### config.mk
export PLATFORM = sky130hd
export DESIGN_NAME = lsu_bus
export DESIGN_NICKNAME = d
export VERILOG_FILES = /design/src/rtl/lsu_bus.sv
export SDC_FILE = /design/constraint.sdc
export NUM_CORES = 1
export LEC_CHECK = 0
export BUFFER_PORTS_ARGS = -buffer_cell sky130_fd_sc_hd__buf_2
export CAP_MARGIN = 20
export CORE_ASPECT_RATIO = 1.75
export CORE_UTILIZATION = 48
export CTS_CLUSTER_DIAMETER = 100
export DETAILED_ROUTE_END_ITERATION = 12
export GPL_TIMING_DRIVEN = 0
export PLACE_DENSITY = 0.85
export SKIP_CTS_REPAIR_TIMING = 1
export SLEW_MARGIN = 25
export SYNTH_ARGS = -nofsm -noshare
export SYNTH_HDL_FRONTEND = slang
export SYNTH_SLANG_ARGS = --single-unit
### constraint.sdc
create_clock -name clk -period 5.6 [get_ports clk]
set_input_delay 0.56 -clock clk [delete_from_list [all_inputs] [get_ports clk]]
set_output_delay 0.56 -clock clk [all_outputs]
set_load 0.1 [all_outputs]
### src/rtl/lsu_bus.sv
// rtl/lsu_bus.sv - load/store unit bridging ex-stage memory requests onto a req/gnt/rvalid bus
module lsu_bus #(
  parameter int TIMEOUT = 16
) (
  input  logic        clk,
  input  logic        rst,
  input  logic [3:0]  mem_wen,
  input  logic [31:0] mem_wr_addr,
  input  logic [31:0] mem_wr_data,
  input  logic        mem_rd_req,
  input  logic [31:0] mem_rd_addr,
  output logic [31:0] mem_rd_data,
  output logic        hold_flag_o,
  output logic        bus_err_o,
  output logic        bus_req_o,
  output logic        bus_we_o,
  output logic [31:0] bus_addr_o,
  output logic [31:0] bus_wdata_o,
  output logic [3:0]  bus_be_o,
  input  logic        bus_gnt_i,
  input  logic        bus_rvalid_i,
  input  logic [31:0] bus_rdata_i
);

  typedef enum logic [1:0] {IDLE, REQ, RWAIT, DONE} state_t;

  state_t      state;
  logic [7:0]  tmo_cnt;
  logic [31:0] rd_data;
  logic        store_req;
  logic        load_req;
  logic        any_req;
  logic        tmo_hit;
  logic        unused_addr_lsbs;

  // A store outranks a simultaneous load; the load is simply dropped.
  assign store_req = |mem_wen;
  assign load_req  = mem_rd_req & ~store_req;
  assign any_req   = store_req | load_req;
  assign tmo_hit   = (tmo_cnt == 8'(TIMEOUT - 1));

  assign unused_addr_lsbs = ^{mem_wr_addr[1:0], mem_rd_addr[1:0]};

  always_ff @(posedge clk or posedge rst) begin
    if (rst) begin
      state       <= IDLE;
      tmo_cnt     <= '0;
      rd_data     <= '0;
      bus_we_o    <= 1'b0;
      bus_addr_o  <= '0;
      bus_wdata_o <= '0;
      bus_be_o    <= '0;
    end else begin
      case (state)
        IDLE: begin
          if (any_req) begin
            state       <= REQ;
            tmo_cnt     <= '0;
            bus_we_o    <= store_req;
            bus_addr_o  <= store_req ? {mem_wr_addr[31:2], 2'b00} : {mem_rd_addr[31:2], 2'b00};
            bus_wdata_o <= store_req ? mem_wr_data : '0;
            bus_be_o    <= store_req ? mem_wen : 4'hF;
          end
        end
        REQ: begin
          // A grant in the timeout cycle still counts as success.
          if (bus_gnt_i) begin
            state   <= bus_we_o ? DONE : RWAIT;
            tmo_cnt <= '0;
          end else if (tmo_hit) begin
            state   <= DONE;
            rd_data <= '0;
          end else begin
            tmo_cnt <= tmo_cnt + 8'd1;
          end
        end
        RWAIT: begin
          if (bus_rvalid_i) begin
            state   <= DONE;
            rd_data <= bus_rdata_i;
          end else if (tmo_hit) begin
            state   <= DONE;
            rd_data <= '0;
          end else begin
            tmo_cnt <= tmo_cnt + 8'd1;
          end
        end
        DONE: state <= IDLE;
        default: state <= IDLE;
      endcase
    end
  end

  // Hold rises combinationally in IDLE so the requesting instruction stalls at once.
  assign hold_flag_o = (state == IDLE) ? any_req : ((state == REQ) || (state == RWAIT));
  assign bus_req_o   = (state == REQ);
  assign bus_err_o   = tmo_hit && (((state == REQ) && !bus_gnt_i) ||
                                   ((state == RWAIT) && !bus_rvalid_i));
  assign mem_rd_data = rd_data;

endmodule

# After elaboration in Yosys (flattened, before gate mapping)
# Index checks and enable logic that the tools add are counted.
[word_totals]
register_bits = 111
in_bits = 137
[classes]
n_addsub = 1
eq_ne = 7
muxes = 19
n_bitwise = 3
reduce_logical = 14
[op_table]
columns = ["operator", "count"]
rows = [
  ["two-way mux 32 bit", 5],
  ["case mux 32 bit (2 select lines)", 1],
  ["two-way mux 8 bit", 4],
  ["case mux 8 bit (3 select lines)", 1],
  ["adder 8 x 1 -> 8 bit (second input constant)", 1],
  ["equality test 8 x 4 -> 1 bit (second input constant)", 1],
  ["two-way mux 2 bit", 4],
  ["case mux 2 bit (4 select lines)", 1],
  ["!= test 2 bit (second input constant)", 3],
  ["equality test 2 bit (second input constant)", 2],
  ["two-way mux 4 bit", 1],
  ["AND reduction 2 bit", 2],
  ["OR reduction 4 bit", 1],
  ["logical AND 1 bit", 3],
  ["AND reduction 3 bit", 1],
  ["nonzero test 3 bit", 1],
  ["equality test 2 x 1 -> 1 bit (second input constant)", 1],
  ["logical NOT 1 bit", 2],
  ["logical NOT 2 bit", 1],
  ["logical OR 1 bit", 2],
  ["two-way mux 1 bit", 2],
  ["nonzero test 2 bit", 1],
  ["bitwise AND 1 bit", 1],
  ["NOT 1 bit", 1],
  ["OR 1 bit", 1],
]

# Longest topological paths before layout
# Gate-level depths: netlist of run 1.
[depth]
word_depth = 6
depth_mapped = 8

# Least setup slack after synthesis of run 1
# Ideal clock, no wire load.
[synth_timing]
path_type = "register to output"
from = "reg state[1]"
to = "out bus_err_o"
t_arrival_ps = 3054
path_slack_ps = 1986
path_stages_with_launch = 7
path_buffers = 1
cell_sequence = "dfrtp_1 > inv_1 > ha_1 > clkbuf_1 > nor2b_1 > a21oi_1 > nor2_1"
[synth_via]
elab_chain_cells = 4
[synth_rtl]
columns = ["element", "line", "text"]
rows = [
  ["from (decl)", "27", "state_t state;"],
  ["from (signal assigned)", "68", "state <= bus_we_o ? DONE : RWAIT;"],
  ["equality test 2 x 1 -> 1 bit", "-", ""],
  ["via bus_req_o", "15", "output logic bus_req_o,"],
  ["logical AND 1 bit", "97", "assign bus_err_o = tmo_hit && (((state == REQ) && !bus_gnt_i) ||"],
  ["logical OR 1 bit", "97", ""],
  ["logical AND 1 bit", "97", ""],
  ["to (decl)", "14", "output logic bus_err_o,"],
]
# The timed path passes the listed nets, and every way through them passes these cells.

# Final worst setup path of run 1
[layout_timing]
from = "reg tmo_cnt[0]"
to = "out bus_err_o"
[layout_via]
elab_chain_cells = 2
[layout_rtl]
columns = ["element", "line", "text"]
rows = [
  ["from (decl)", "28", "logic [7:0] tmo_cnt;"],
  ["from (signal assigned)", "74", "tmo_cnt <= tmo_cnt + 8'd1;"],
  ["from (signal assigned)", "85", "tmo_cnt <= tmo_cnt + 8'd1;"],
  ["equality test 8 x 4 -> 1 bit", "40", "assign tmo_hit = (tmo_cnt == 8'(TIMEOUT - 1));"],
  ["logical AND 1 bit", "97", ""],
]
# No other way between the ends.

==> flow_summary_export.csv, run 1 <==
group,metric,value,unit
run_status,run_status,"finished, final reports clean",
routing,vias,4127,
routing,first_pass_iters,4,
timing,fin_skew,9.341,ps
timing,finalMaxSlewViolations,0,
placed_design,gp_congestion,0.7956,
timing,setup_tns,0,ps
worst_setup_path,crit_fanout,5,
logic_synthesis,yosys.area_share.simple,11.54,%
clocking,clock_latency,350,ps
logic_synthesis,ys_types,35,
placed_design,io_buffers,234,
timing,max_slew_margin,53.23,%
logic_synthesis,synth_xor_area_share,0,%
cells_and_area,design_area,6231,sq um
clocking,cts_buffer_depth,2,
min_path,holdCritPathClass,"in -> async",
global_route,grtUsageMet1,25.25,%
logic_synthesis,synth_ff_type,"dfrtp_1",
worst_setup_path,cp-end-kind,"output port",
worst_setup_path,cp.arrival,2320,ps
logic_synthesis,synth_top_family_by_area,"compound AO/OA/AOI/OAI gates",
placed_design,dpl_cell_area,5889,sq um
global_route,use_met2,44.28,%
floorplan,design.portCount,241,
logic_synthesis,async_flop_share,100.0,%
logic_synthesis,ys_seq_area_share,60.19,%
routing,drtIter0Drc,168,
floorplan,dieWidth,75.45,um
worst_setup_path,cp-start-kind,"flop",
logic_synthesis,synthesis.area,4532,sq um
global_route,grt.busiest_layer,"met2",
placed_design,dp.cells,759,
clocking,htreeDepth,3,
global_route,track_usage,24.58,%
logic_synthesis,synth.avg_cell_area,11.25,sq um
logic_synthesis,ys_ff_latch,109,
global_route,antenna_found_initial,0,
cells_and_area,syn_to_final_growth,37.49,%
worst_setup_path,timing.rr.start,"state[0]$_DFFE_PP0P_",
floorplan,initial_utilization,49.83,%
logic_synthesis,synthAdderAreaFrac,1.380,%
worst_setup_path,required,5040,ps
timing,hold_viol_final,0,
clocking,clock-root-buffer,"clkbuf_16",
clocking,cts_buffers,9,
global_route,grt_pass1_vias,4025,
timing,post-route-period-util,51.52,%
worst_setup_path,reg2reg_to,"mem_rd_data[23]$_DFFE_PP0P_",
logic_synthesis,muxShareOfSynthArea,0.2485,%
routing,wl,12160,um
cells_and_area,nets,792,
timing,fmax,0.3466,GHz
global_route,grt_max_degree,62,
floorplan,die_y,130.5,um
floorplan,core_area,9094,sq um
routing,drc,0,
clocking,cts_tree,"yes",
global_route,gr-total-overflow,0,
placed_design,hpwl,9401,um
timing,grt_setup_unrepaired,"false",
cells_and_area,utilization,68.52,%
logic_synthesis,synth_compound_gate_area_share,22.11,%
worst_setup_path,worst_r2r_path_depth,7,
global_route,met3_usage,7.822,%
job,maxCapViolCount,0,
logic_synthesis,synth_edf_count,0,
routing,wl_per_cell,15.69,um
logic_synthesis,postSynthCellCount,403,
floorplan,rows,46,
timing,worst_slew_pin_slew,695.7,ps
timing,min_period,2885,ps
timing,finalSetupViolCount,0,
cells_and_area,final_cells,775,
routing,postRouteAntennaNets,0,
cells_and_area,antenna_cells,0,
global_route,grt_pass1_wl,18180,um
clocking,cts.sinks,109,
cells_and_area,drive_above_1_share,41.98,%
routing,via_per_inst,5.325,
floorplan,die_area,9849,sq um
clocking,path_clk_slew,70,ps
worst_setup_path,crit_type,"reg -> out",
worst_setup_path,ff2ff_setup_slack,3280,ps
cells_and_area,fillCellCount,720,
logic_synthesis,ys_warn_count,0,
## routing by layer
metal	up-vias	routed length (um)
met3	26	965
met2	187	6473
li1	1947	-
met4	0	301
met1	1967	4421
met5	-	0
## registers in the layout, indices dropped and copies added, names as in the netlist
signal / cells
bus_be_o: 4
bus_we_o: 1
mem_rd_data: 32
bus_wdata_o: 32
state: 2
bus_addr_o: 30
tmo_cnt: 8
## logic make-up (layout without fill, tap and decap cells)
group,Yosys count,after routing
AOI/OAI and AO/OA,127,127
and+or+nand+nor,122,122
DFF,109,109
buffers and inverters,38,289
adders and majority gates,5,5
other,1,2
muxes,1,1
## metrics by stage
stage          hold slack [ps]  worst slack, ps
6_report                 227.3             2715
5_1_grt                  266.1             2572
4_1_cts                  247.1             2708
3_5_place_dp             477.7             3029
3_3_place_gp             479.0             1170
2_1_floorplan            508.2             1986
## critical path, cell delays in order (launching register included)
cell and delay (ps):
dfrtp_1 420, ha_1 240, nand4b_1 170, or4_1 570, nor2_1 140, buf_2 440
## worst max-delay path by stage
stage                                 startpoint                          to  slack (ps)  depth (start not counted)
after floorplan             state[1]$_DFFE_PP0P_                   bus_err_o        1990                          6
after global placement                       rst  mem_rd_data[4]$_DFFE_PP0P_        1170                          2
after detailed placement              mem_wen[0]                 hold_flag_o        3030                          5
after CTS                 tmo_cnt[0]$_DFFE_PP0P_                   bus_err_o        2710                          5
after global routing      tmo_cnt[0]$_DFFE_PP0P_                   bus_err_o        2570                          5
final                     tmo_cnt[0]$_DFFE_PP0P_                   bus_err_o        2720                          5
## layout make-up
class / count / area [sq um] / share of cell area [%]
Clock inverter: 5 / 88.84 / 1.426
Sequential cell: 109 / 2728 / 43.78
Inverter: 7 / 31.28 / 0.5020
Clock buffer: 11 / 252.7 / 4.056
Multi-Input combinational cell: 257 / 1607 / 25.78
Tap cell: 120 / 150.1 / 2.410
Buffer: 31 / 175.2 / 2.811
Timing Repair Buffer: 235 / 1199 / 19.24
## synthesized netlist by cell type (all sizes together), types with 3 or more instances
library cell  number  area share, %
dfrtp            109             60
a22o              69             13
nand2             64            5.3
nor2              39            3.2
a31oi             30            4.1
buf               17            2.7
clkbuf            14            1.2
inv                7           0.58
o21ai              7           0.86
a21oi              6           0.66
ha                 5            1.4
o22a               4           0.77
a21boi             3           0.50
and3               3           0.41
nor3               3           0.33
## cells in the final DEF, fill, tap and decap left out, types with 4 or more instances in the layout
cell type / count
buf_2: 242
dfrtp_1: 109
a22o_1: 69
nand2_1: 64
nor2_1: 39
a31oi_1: 30
clkbuf_1: 14
clkbuf_16: 9
inv_1: 6
a21oi_1: 6
buf_4: 5
ha_1: 5
buf_6: 4
o22a_1: 4
Power of run 1 is not shown: default switching activity piles up to over one toggle a cycle in this logic, so the estimate is an artifact.
==> inputs of run 2 (changes only) <==
--- a/config.mk
+++ b/config.mk
@@ -8,11 +8,11 @@
 export BUFFER_PORTS_ARGS = -buffer_cell sky130_fd_sc_hd__buf_2
 export CAP_MARGIN = 20
 export CORE_ASPECT_RATIO = 1.75
-export CORE_UTILIZATION = 48
+export CORE_UTILIZATION = 41
 export CTS_CLUSTER_DIAMETER = 100
 export DETAILED_ROUTE_END_ITERATION = 12
 export GPL_TIMING_DRIVEN = 0
-export PLACE_DENSITY = 0.85
+export PLACE_DENSITY = 0.77
 export SKIP_CTS_REPAIR_TIMING = 1
 export SLEW_MARGIN = 25
 export SYNTH_ARGS = -nofsm -noshare
==> constraint.sdc (replaced) <==
create_clock -name clk -period 2.35 [get_ports clk]
set_input_delay 0.235 -clock clk [delete_from_list [all_inputs] [get_ports clk]]
set_output_delay 0.235 -clock clk [all_outputs]
set_load 0.1 [all_outputs]
==> flow_summary_export.csv, run 2 (synthesis gave the netlist of run 1 again) <==
group,metric,value,unit
run_status,run_status,"finished, final reports clean",
worst_setup_path,crit_type,"reg -> out",
global_route,grt_pass1_wl,18810,um
floorplan,design.portCount,241,
cells_and_area,nets,795,
cells_and_area,antenna_cells,0,
routing,drtIter0Drc,192,
floorplan,die_area,11490,sq um
global_route,antenna_found_initial,0,
clocking,htreeDepth,3,
clocking,path_clk_slew,80,ps
worst_setup_path,worst-path-buf-inv,1,
placed_design,dpl_cell_area,5941,sq um
worst_setup_path,cp.depth,5,
cells_and_area,drive_above_1_share,43.01,%
timing,grt_setup_unrepaired,"true",
routing,postRouteAntennaNets,0,
clocking,cts_buffers,9,
worst_setup_path,critPathLaunch,"tmo_cnt[0]$_DFFE_PP0P_",
worst_setup_path,slowest_stage,"or4_4",
placed_design,hpwl,9599,um
global_route,grt_max_degree,33,
timing,finalSetupViolCount,0,
placed_design,gp_congestion,0.7951,
worst_setup_path,cp-start-kind,"flop",
job,maxCapViolCount,0,
worst_setup_path,cp-end-kind,"output port",
timing,finalMaxSlewViolations,0,
clocking,cts_tree,"yes",
floorplan,initial_utilization,42.36,%
floorplan,core_area,10700,sq um
timing,post-route-period-util,96.41,%
global_route,track_usage,21.33,%
clocking,clock_latency,360,ps
worst_setup_path,cp_top_family,"simple AND/OR/NAND/NOR gates",
routing,drc,0,
routing,via_per_inst,5.209,
clocking,cts.sinks,109,
worst_setup_path,timing.rr.start,"tmo_cnt[0]$_DFFE_PP0P_",
floorplan,rows,50,
cells_and_area,final_common_cell,"buf_2",
worst_setup_path,ff2ff_setup_slack,160,ps
worst_setup_path,crit_end,"bus_err_o",
timing,fin_skew,13.15,ps
placed_design,io_buffers,234,
cells_and_area,design_area,6304,sq um
placed_design,dp_slack,104.1,ps
routing,wl_per_cell,15.85,um
worst_setup_path,cp.arrival,2030,ps
timing,setup_ws,84.45,ps
timing,min_period,2266,ps
cells_and_area,utilization,58.92,%
worst_setup_path,worst_r2r_path_depth,6,
cells_and_area,fillCellCount,923,
timing,setup_tns,0,ps
routing,first_pass_iters,4,
min_path,holdCritPathClass,"in -> reg",
floorplan,die_y,141.1,um
global_route,grt_pass1_vias,3985,
clocking,clock-root-buffer,"clkbuf_16",
cells_and_area,layout_common_cells,"buf_2 (241), dfrtp_1 (109), a22o_1 (69)",
floorplan,dieWidth,81.48,um
timing,max_slew_margin,51.48,%
clocking,cts_buffer_depth,2,
worst_setup_path,required,2120,ps
worst_setup_path,crit_fanout,5,
routing,vias,4105,
worst_setup_path,worst_path_largest_cell_delay,520,ps
global_route,gr-total-overflow,0,
timing,fmax,0.4414,GHz
cells_and_area,syn_to_final_growth,39.09,%
worst_setup_path,reg2reg_to,"mem_rd_data[15]$_DFFE_PP0P_",
timing,hold_viol_final,0,
worst_setup_path,crit_chain,"ha_1 > nand4b_1 > or4_4 > nor2_4 > buf_12",
timing,worst_slew_pin_slew,721.8,ps
routing,wl,12490,um
-- run 2: per-stage QoR --
step,instances,hold WS [ps]
after floorplan,404,361.0
final,788,93.93
after CTS,787,-77.28
after global routing,788,88.58
after global placement,768,454.8
after detailed placement,771,308.3
-- run 2: per-layer routing --
layer / vias to the layer above / wire length (um) / part of all wire [%] / track usage, %
met2: 168 / 6629 / 53 / 37.72
met5: - / 0 / 0 / 0
li1: 1955 / - / - / -
met3: 16 / 836 / 6.7 / 4.013
met1: 1966 / 4766 / 38 / 23.68
met4: 0 / 253 / 2.0 / 10.34
-- run 2: worst min path at each step --
stage                                from                           to  slack [ps]  cells past startpoint
final                     mem_wr_data[24]  bus_wdata_o[24]$_DFFE_PP0P_          90                      2
after global routing      mem_wr_data[28]  bus_wdata_o[28]$_DFFE_PP0P_          90                      2
after CTS                             rst   bus_wdata_o[4]$_DFFE_PP0P_         -80                      2
after detailed placement              rst  mem_rd_data[14]$_DFFE_PP0P_         310                      2
after global placement    mem_wr_data[22]  bus_wdata_o[22]$_DFFE_PP0P_         450                      2
after floorplan                mem_wen[0]      bus_be_o[0]$_DFFE_PP0P_         360                      1
-- run 2: area by class of cell --
cell class,instances,area (sq um),share of cell area (%)
Timing Repair Buffer,239,1264,20.05
Clock inverter,7,90.09,1.429
Sequential cell,109,2728,43.27
Inverter,7,30.03,0.4764
Clock buffer,9,225.2,3.573
Tap cell,130,162.7,2.580
Buffer,30,171.4,2.719
Multi-Input combinational cell,257,1633,25.90
Power of run 2 is left out for the same reason.
